==> config.mk <==
export PLATFORM = sky130hd
export DESIGN_NAME = spi_device_core
export DESIGN_NICKNAME = d
export VERILOG_FILES = /design/src/rtl/spi_device_core.sv
export SDC_FILE = /design/constraint.sdc
export NUM_CORES = 1
export LEC_CHECK = 0
export CORE_MARGIN = 3
export CORE_UTILIZATION = 55
export CTS_CLUSTER_DIAMETER = 30
export DETAILED_ROUTE_END_ITERATION = 12
export PLACE_DENSITY = 0.77
export SYNTH_ARGS = -nofsm -noshare
export SYNTH_HDL_FRONTEND = slang
export SYNTH_SLANG_ARGS = --single-unit
export TNS_END_PERCENT = 20
==> constraint.sdc <==
create_clock -name clk_i -period 3.7 [get_ports clk_i]
set_clock_uncertainty 0.1 [all_clocks]
set_input_delay 0.74 -clock clk_i [delete_from_list [all_inputs] [get_ports clk_i]]
set_output_delay 0.74 -clock clk_i [all_outputs]
set_load 0.02 [all_outputs]
==> src/rtl/spi_device_core.sv <==
// SPI target core: oversamples the host's sclk/ss/sd pins in clk_i and shifts one character per frame.
// Register port follows tlul_adapter_reg (8-bit address, 32-bit data).
module spi_device_core #(
  parameter int MAX_LEN = 32,
  parameter int SYNC_FF = 2
) (
  input  logic        clk_i,
  input  logic        rst_i,
  input  logic [7:0]  addr_i,
  input  logic [31:0] wdata_i,
  input  logic [3:0]  be_i,
  input  logic        we_i,
  input  logic        re_i,
  output logic [31:0] rdata_o,
  output logic        error_o,
  output logic        intr_rx_o,
  output logic        intr_tx_o,
  input  logic        sclk_i,
  input  logic        ss_ni,
  input  logic        sd_i,
  output logic        sd_o,
  output logic        sd_oe_o
);

  localparam int LW = $clog2(MAX_LEN + 1);

  typedef enum logic [1:0] {
    ST_IDLE  = 2'd0,
    ST_SHIFT = 2'd1,
    ST_DONE  = 2'd2
  } state_e;

  state_e r_state;
  state_e w_state_nxt;

  logic [SYNC_FF:0]   r_sclk_sync;
  logic [SYNC_FF:0]   r_ss_sync;
  logic [SYNC_FF-1:0] r_sd_sync;

  logic         r_ctrl_en;
  logic         r_ctrl_cpol;
  logic         r_ctrl_cpha;
  logic         r_ctrl_lsb;
  logic         r_ctrl_ie_rx;
  logic         r_ctrl_ie_tx;
  logic [4:0]   r_ctrl_len;
  logic [31:0]  r_txdata;
  logic [MAX_LEN-1:0] r_rxdata;
  logic         r_rx_valid;
  logic         r_tx_empty;
  logic         r_overrun;

  logic         r_cpol;
  logic         r_cpha;
  logic         r_lsb;
  logic [LW-1:0] r_len;
  logic [LW-1:0] r_bitcnt;
  logic [MAX_LEN-1:0] r_tx_shift;
  logic [MAX_LEN-1:0] r_rx_shift;

  logic w_sclk_now;
  logic w_sclk_old;
  logic w_rise;
  logic w_fall;
  logic w_lead;
  logic w_trail;
  logic w_sample_edge;
  logic w_shift_edge;
  logic w_ss_fall;
  logic w_ss_high;
  logic w_sd;

  logic w_load;
  logic w_sample;
  logic w_shift;
  logic w_done;

  logic w_addr_ok;
  logic w_wr_ctrl;
  logic w_wr_status;
  logic w_wr_tx;
  logic w_rd_rx;
  logic w_rx_free;
  logic w_busy;

  logic [LW-1:0]      w_len_cfg;
  logic [LW-1:0]      w_tx_align;
  logic [MAX_LEN-1:0] w_tx_src;
  logic [MAX_LEN-1:0] w_tx_load;

  // Pin synchronisers; ss resets high so reset release never looks like a select.
  always_ff @(posedge clk_i) begin
    if (rst_i) begin
      r_sclk_sync <= '0;
      r_ss_sync   <= '1;
      r_sd_sync   <= '0;
    end else begin
      r_sclk_sync <= {r_sclk_sync[SYNC_FF-1:0], sclk_i};
      r_ss_sync   <= {r_ss_sync[SYNC_FF-1:0], ss_ni};
      r_sd_sync   <= {r_sd_sync[SYNC_FF-2:0], sd_i};
    end
  end

  assign w_sclk_now    = r_sclk_sync[SYNC_FF-1];
  assign w_sclk_old    = r_sclk_sync[SYNC_FF];
  assign w_rise        = w_sclk_now & ~w_sclk_old;
  assign w_fall        = ~w_sclk_now & w_sclk_old;
  assign w_lead        = r_cpol ? w_fall : w_rise;
  assign w_trail       = r_cpol ? w_rise : w_fall;
  assign w_sample_edge = r_cpha ? w_trail : w_lead;
  assign w_shift_edge  = r_cpha ? w_lead : w_trail;
  assign w_ss_fall     = r_ss_sync[SYNC_FF] & ~r_ss_sync[SYNC_FF-1];
  assign w_ss_high     = r_ss_sync[SYNC_FF-1];
  assign w_sd          = r_sd_sync[SYNC_FF-1];

  assign w_addr_ok   = (addr_i[1:0] == 2'b00) && (addr_i[7:4] == 4'h0);
  assign w_wr_ctrl   = we_i & w_addr_ok & (addr_i[3:2] == 2'd0);
  assign w_wr_status = we_i & w_addr_ok & (addr_i[3:2] == 2'd1);
  assign w_wr_tx     = we_i & w_addr_ok & (addr_i[3:2] == 2'd2);
  assign w_rd_rx     = re_i & w_addr_ok & (addr_i[3:2] == 2'd3);
  assign w_rx_free   = ~r_rx_valid | w_rd_rx;
  assign w_busy      = (r_state != ST_IDLE);
  assign w_done      = (r_state == ST_DONE);

  // Character setup: LEN=0 (or out of range) means MAX_LEN; MSB-first data is left-aligned.
  always_comb begin
    w_len_cfg = LW'(MAX_LEN);
    if ((r_ctrl_len == 5'd0) || (int'(r_ctrl_len) > MAX_LEN)) begin
      w_len_cfg = LW'(MAX_LEN);
    end else begin
      w_len_cfg = LW'(r_ctrl_len);
    end
    w_tx_align = LW'(MAX_LEN) - w_len_cfg;
    w_tx_src   = r_tx_empty ? {MAX_LEN{1'b1}} : r_txdata[MAX_LEN-1:0];
    w_tx_load  = r_ctrl_lsb ? w_tx_src : (w_tx_src << w_tx_align);
  end

  // FSM state register.
  always_ff @(posedge clk_i) begin
    if (rst_i) begin
      r_state <= ST_IDLE;
    end else begin
      r_state <= w_state_nxt;
    end
  end

  // Next state; shifts are suppressed until the first sample so the pending edge
  // from a previous character (or the first CPHA=1 leading edge) keeps bit 0 on sd_o.
  always_comb begin
    w_state_nxt = r_state;
    w_load      = 1'b0;
    w_sample    = 1'b0;
    w_shift     = 1'b0;
    case (r_state)
      ST_IDLE: begin
        if (w_ss_fall && r_ctrl_en) begin
          w_state_nxt = ST_SHIFT;
          w_load      = 1'b1;
        end else begin
          w_state_nxt = ST_IDLE;
        end
      end
      ST_SHIFT: begin
        if (w_ss_high || !r_ctrl_en) begin
          w_state_nxt = ST_IDLE;
        end else if (w_sample_edge) begin
          w_sample = 1'b1;
          if (r_bitcnt == (r_len - LW'(1))) begin
            w_state_nxt = ST_DONE;
          end else begin
            w_state_nxt = ST_SHIFT;
          end
        end else if (w_shift_edge && (r_bitcnt != '0)) begin
          w_shift = 1'b1;
        end else begin
          w_state_nxt = ST_SHIFT;
        end
      end
      ST_DONE: begin
        if (!w_ss_high && r_ctrl_en) begin
          w_state_nxt = ST_SHIFT;
          w_load      = 1'b1;
        end else begin
          w_state_nxt = ST_IDLE;
        end
      end
      default: begin
        w_state_nxt = ST_IDLE;
      end
    endcase
  end

  // Shift datapath and per-character configuration snapshot.
  always_ff @(posedge clk_i) begin
    if (rst_i) begin
      r_cpol     <= 1'b0;
      r_cpha     <= 1'b0;
      r_lsb      <= 1'b0;
      r_len      <= LW'(MAX_LEN);
      r_bitcnt   <= '0;
      r_tx_shift <= '0;
      r_rx_shift <= '0;
    end else if (w_load) begin
      r_cpol     <= r_ctrl_cpol;
      r_cpha     <= r_ctrl_cpha;
      r_lsb      <= r_ctrl_lsb;
      r_len      <= w_len_cfg;
      r_bitcnt   <= '0;
      r_tx_shift <= w_tx_load;
      r_rx_shift <= '0;
    end else if (w_sample) begin
      r_bitcnt <= r_bitcnt + LW'(1);
      if (r_lsb) begin
        r_rx_shift <= r_rx_shift | (MAX_LEN'(w_sd) << r_bitcnt);
      end else begin
        r_rx_shift <= {r_rx_shift[MAX_LEN-2:0], w_sd};
      end
    end else if (w_shift) begin
      if (r_lsb) begin
        r_tx_shift <= {1'b0, r_tx_shift[MAX_LEN-1:1]};
      end else begin
        r_tx_shift <= {r_tx_shift[MAX_LEN-2:0], 1'b0};
      end
    end
  end

  // Register file writes and status flags.
  always_ff @(posedge clk_i) begin
    if (rst_i) begin
      r_ctrl_en    <= 1'b0;
      r_ctrl_cpol  <= 1'b0;
      r_ctrl_cpha  <= 1'b0;
      r_ctrl_lsb   <= 1'b0;
      r_ctrl_ie_rx <= 1'b0;
      r_ctrl_ie_tx <= 1'b0;
      r_ctrl_len   <= 5'd0;
      r_txdata     <= 32'd0;
      r_rxdata     <= '0;
      r_rx_valid   <= 1'b0;
      r_tx_empty   <= 1'b1;
      r_overrun    <= 1'b0;
    end else begin
      if (w_wr_ctrl && be_i[0]) begin
        r_ctrl_en    <= wdata_i[0];
        r_ctrl_cpol  <= wdata_i[1];
        r_ctrl_cpha  <= wdata_i[2];
        r_ctrl_lsb   <= wdata_i[3];
        r_ctrl_ie_rx <= wdata_i[4];
        r_ctrl_ie_tx <= wdata_i[5];
      end
      if (w_wr_ctrl && be_i[1]) begin
        r_ctrl_len <= wdata_i[12:8];
      end
      for (int b = 0; b < 4; b++) begin
        if (w_wr_tx && be_i[b]) begin
          r_txdata[8*b +: 8] <= wdata_i[8*b +: 8];
        end
      end
      // A host write wins over the load that consumes the previous TXDATA.
      if (w_wr_tx) begin
        r_tx_empty <= 1'b0;
      end else if (w_load) begin
        r_tx_empty <= 1'b1;
      end
      if (w_done && w_rx_free) begin
        r_rxdata   <= r_rx_shift;
        r_rx_valid <= 1'b1;
      end else if (w_rd_rx) begin
        r_rx_valid <= 1'b0;
      end
      if (w_done && !w_rx_free) begin
        r_overrun <= 1'b1;
      end else if (w_wr_status && be_i[0] && wdata_i[2]) begin
        r_overrun <= 1'b0;
      end
    end
  end

  // Read mux.
  always_comb begin
    rdata_o = 32'd0;
    if (re_i && w_addr_ok) begin
      case (addr_i[3:2])
        2'd0: rdata_o = {19'd0, r_ctrl_len, 2'b00, r_ctrl_ie_tx, r_ctrl_ie_rx,
                         r_ctrl_lsb, r_ctrl_cpha, r_ctrl_cpol, r_ctrl_en};
        2'd1: rdata_o = {28'd0, w_busy, r_overrun, r_tx_empty, r_rx_valid};
        2'd2: rdata_o = 32'd0;
        2'd3: rdata_o = 32'(r_rxdata);
        default: rdata_o = 32'd0;
      endcase
    end else begin
      rdata_o = 32'd0;
    end
  end

  assign error_o   = (we_i | re_i) & ~w_addr_ok;
  assign intr_rx_o = r_ctrl_ie_rx & r_rx_valid;
  assign intr_tx_o = r_ctrl_ie_tx & r_tx_empty;
  assign sd_oe_o   = w_busy;
  assign sd_o      = w_busy & (r_lsb ? r_tx_shift[0] : r_tx_shift[MAX_LEN-1]);

endmodule

==> summary.md <==
| Metric | Value |
|---|---|
| Hold_buf cts | 0 |
| Die ar. | about 0.019 mm2 |
| Cells after Synth | 1197 |
| Tmin final | roughly 3.6 ns |
| Mean area per synthesized cell | 8.04 um2 |
| GPL Wtd Cong | 1.01 |
| Initial antenna violation count | 0 |
| I/O pin count | 88 |
| Arrival @ worst endpoint | around 2.8 ns |
| Buf+Inv Stages, Crit Path | 3 |
| Status | complete, no violations |
| Fin. max-slew vios | 0 |
| Clock-pin slew of the registers on the worst-case setup and hold paths | about 0.070 ns |
| GRT overflow | 0 |
| Worst path slowest cell | or4_4 |
| Post-synth ARST share | 0% |
| Count of final hold-check violations | 0 |
| Final hold slack | 0.320 ns |
| PortBufs | 87 |
| CP Capture Type | primary output |
| CTS Buf Count | 17 |
| Worst reg2reg path endpoint | r_tx_shift[30] |
| Critical path depth in cells | 8 |
| Placed Cells | between 1000 and 1500 |
| First-pass GRT wire length | around 42000 um |
| Worst path top cell family by delay | simple AND/OR/NAND/NOR gates |
| Core box area | between 0.015 and 0.02 mm2 |
| Die height | ~140 um |
| Total Routing Usage GR | between 20% and 30% |
| Worst reg2reg path depth | 9 |
| Fin cells | 1477 |
| P_leak | 0.00391 uW |
| Commonest non-fill, non-tap cells in the layout | 165 x nand2_1, 165 x dfxtp_1, 130 x a21oi_1 |
| Drt via density | roughly 6.1 |
| Post-DP Area | ~0.011 mm2 |
| Pwr Density | between 300 and 400 mW/mm2 |
| Clock Sink Count | roughly 170 |
| Root Driver | clkbuf_16 |
| Ant diodes | 0 |
| Drt wl/cell | 17.7 um |
| WL final | between 20000 and 30000 um |
| NumNets Final | around 1300 |
| Peak VDD IR | 323 uV |
| DRT iter0 DRCs | roughly 1000 |
| H-tree depth | 4 |
| Largest net degree at the start of global routing | 76 |
| # DRC | 0 |
| Clk buf depth | 2 |
| Post-route clock period utilization | a little over nine tenths |
| Top FF cell, synth | dfxtp_1 |
| Die extent in x | ~140 um |
| Pre-Repair DR Iteration Count | 7 |
| Seq/Total Area, Yosys | 34.7% |
| RSZ-0062 raised after global routing | false |
| #FFs+latches synth | approximately 170 |
| Critical path required time | between 2 and 3 ns |
| Area grow syn2layout | 16.2% |
| Mapped cell area | between 0.009 and 0.01 mm2 |
| Achievable frequency | ~280 MHz |
| Post-CTS resize count | 31 |
| End of the critical path | rdata_o[30] |
| Net Count, Synth | between 1000 and 1500 |
| Insertion delay of the later-clocked pin in the worst-skew pair | ~0.43 ns |
| Measured slew at the worst slew-check pin | roughly 0.92 ns |
| Warnings, synthesis | 0 |
| Share of cells above drive strength 1 | ~11% |
| Setup crit start | addr_i[5] |
| Number of flops mapped to enable cells by yosys | 0 |
| TritonCTS clock tree | yes |
| Worst reg2reg startpoint | r_ctrl_len[1] |
| Post-route cell area | approximately 0.011 mm2 |
| CP Class | input port to primary output |
| R2R Setup Slk | 0.48 ns |
| Row cnt | 47 |
| Setup bufs post-CTS | 0 |
| Slowest stage delay, CP | 0.55 ns |
| Initial Util | a little under three fifths |
| Fillers | 1429 |
| DR vias | around 9000 |
| Setup WS pre-CTS | -0.228 ns |
| Antenna Violating Nets Remaining | 0 |
| Rel. slew slack | 38.9% |
| Worst setup margin | ~0.09 ns |
| Critical Path Start Type | input port |
| Placed wire-length estimate | 18500 um |
| Maxcap violations | 0 |
| # setup viols final | 0 |
| Min-delay worst type | flip-flop to flip-flop |
| Critical path fanouts, max | 28 |
| Vias in the first global route | 8195 |
| Synth cell types | 69 |
| Critical-path cell list | clkdlybuf4s50_1, or4_4, nor3_4, nand2_1, nor2_2, buf_12, and2_1, dlygate4sd2_1 |
==> routing by layer <==
metal  global-route usage, %  wire length (um)  up-vias
li1                        -                 -     4386
met4                    8.06               478        0
met1                    40.0             12600     4267
met2                    38.5             11300      344
met5                       0                 0        -
met3                    5.08              1750       36
==> logic make-up (layout without fill, tap and decap cells) <==
group	after synthesis	in the layout	synth area share, %
adders and majority gates	4	4	0.520
muxes	112	112	14.9
AOI/OAI and AO/OA	331	331	20.8
buffers and inverters	110	170	5.18
xor gates and xnor gates	18	18	2.03
and+or+nand+nor	455	455	21.8
DFF	167	167	34.7
==> flip-flops by register name, indices dropped and copies added, names as in the netlist, 2 cells and up <==
name	cells
r_rx_shift	32
r_bitcnt	6
r_ss_sync	3
r_txdata	32
r_len	6
r_sclk_sync	3
r_tx_shift	32
r_ctrl_len	5
r_rxdata	32
r_sd_sync	2
r_state	2
==> stage by stage <==
step	TNS, ns	util (%)	total power, uW
floorplan	0	-	1890
global placement	-4.47	63.0	1970
detailed placement	-5.73	63.0	1970
CTS	0	66.3	3750
global route	0	66.2	3830
finish	0	66.2	3740
==> report_power, final <==
part / internal [uW] / leakage, uW / switching [uW]
sequential: 1800 / 0.00135 / 2.39
combinational: 63.2 / 0.00227 / 65.2
clock: 985 / 0.000292 / 823
total: 2850 / 0.00391 / 891
==> cell type report <==
class                           instances  area [um2]  share of cell area [%]
Clock buffer                           19         443                    3.96
Tap cell                              220         275                    2.46
Inverter                               11        41.3                   0.369
Sequential cell                       167        3350                    29.9
Timing Repair Buffer                  127        1120                    10.1
Multi-Input combinational cell        920        5800                    51.8
Clock inverter                         13         154                    1.38
==> worst min-delay path by stage <==
stage                 start  cells past startpoint           end
6_report       r_ss_sync[0]                      1  r_ss_sync[1]
5_1_grt        r_ss_sync[0]                      1  r_ss_sync[1]
4_1_cts        r_ss_sync[0]                      1  r_ss_sync[1]
3_5_place_dp   r_ss_sync[0]                      1  r_ss_sync[1]
3_3_place_gp   r_ss_sync[0]                      1  r_ss_sync[1]
2_1_floorplan  r_ss_sync[0]                      1  r_ss_sync[1]
==> synthesized netlist by cell type, drive strengths merged, types with 32 or more instances <==
| master | number | area share (%) |
|---|---|---|
| a211oi | 42 | 3.4 |
| nand3 | 36 | 1.9 |
| mux2i | 71 | 7.4 |
| nor2 | 120 | 4.8 |
| o21ai | 85 | 4.4 |
| clkbuf | 56 | 2.2 |
| a21oi | 131 | 6.9 |
| dfxtp | 167 | 35 |
| and2 | 32 | 2.1 |
| buf | 43 | 2.6 |
| nand2 | 165 | 6.4 |
| nor3 | 47 | 2.8 |
(Power assumes the default switching activity.)
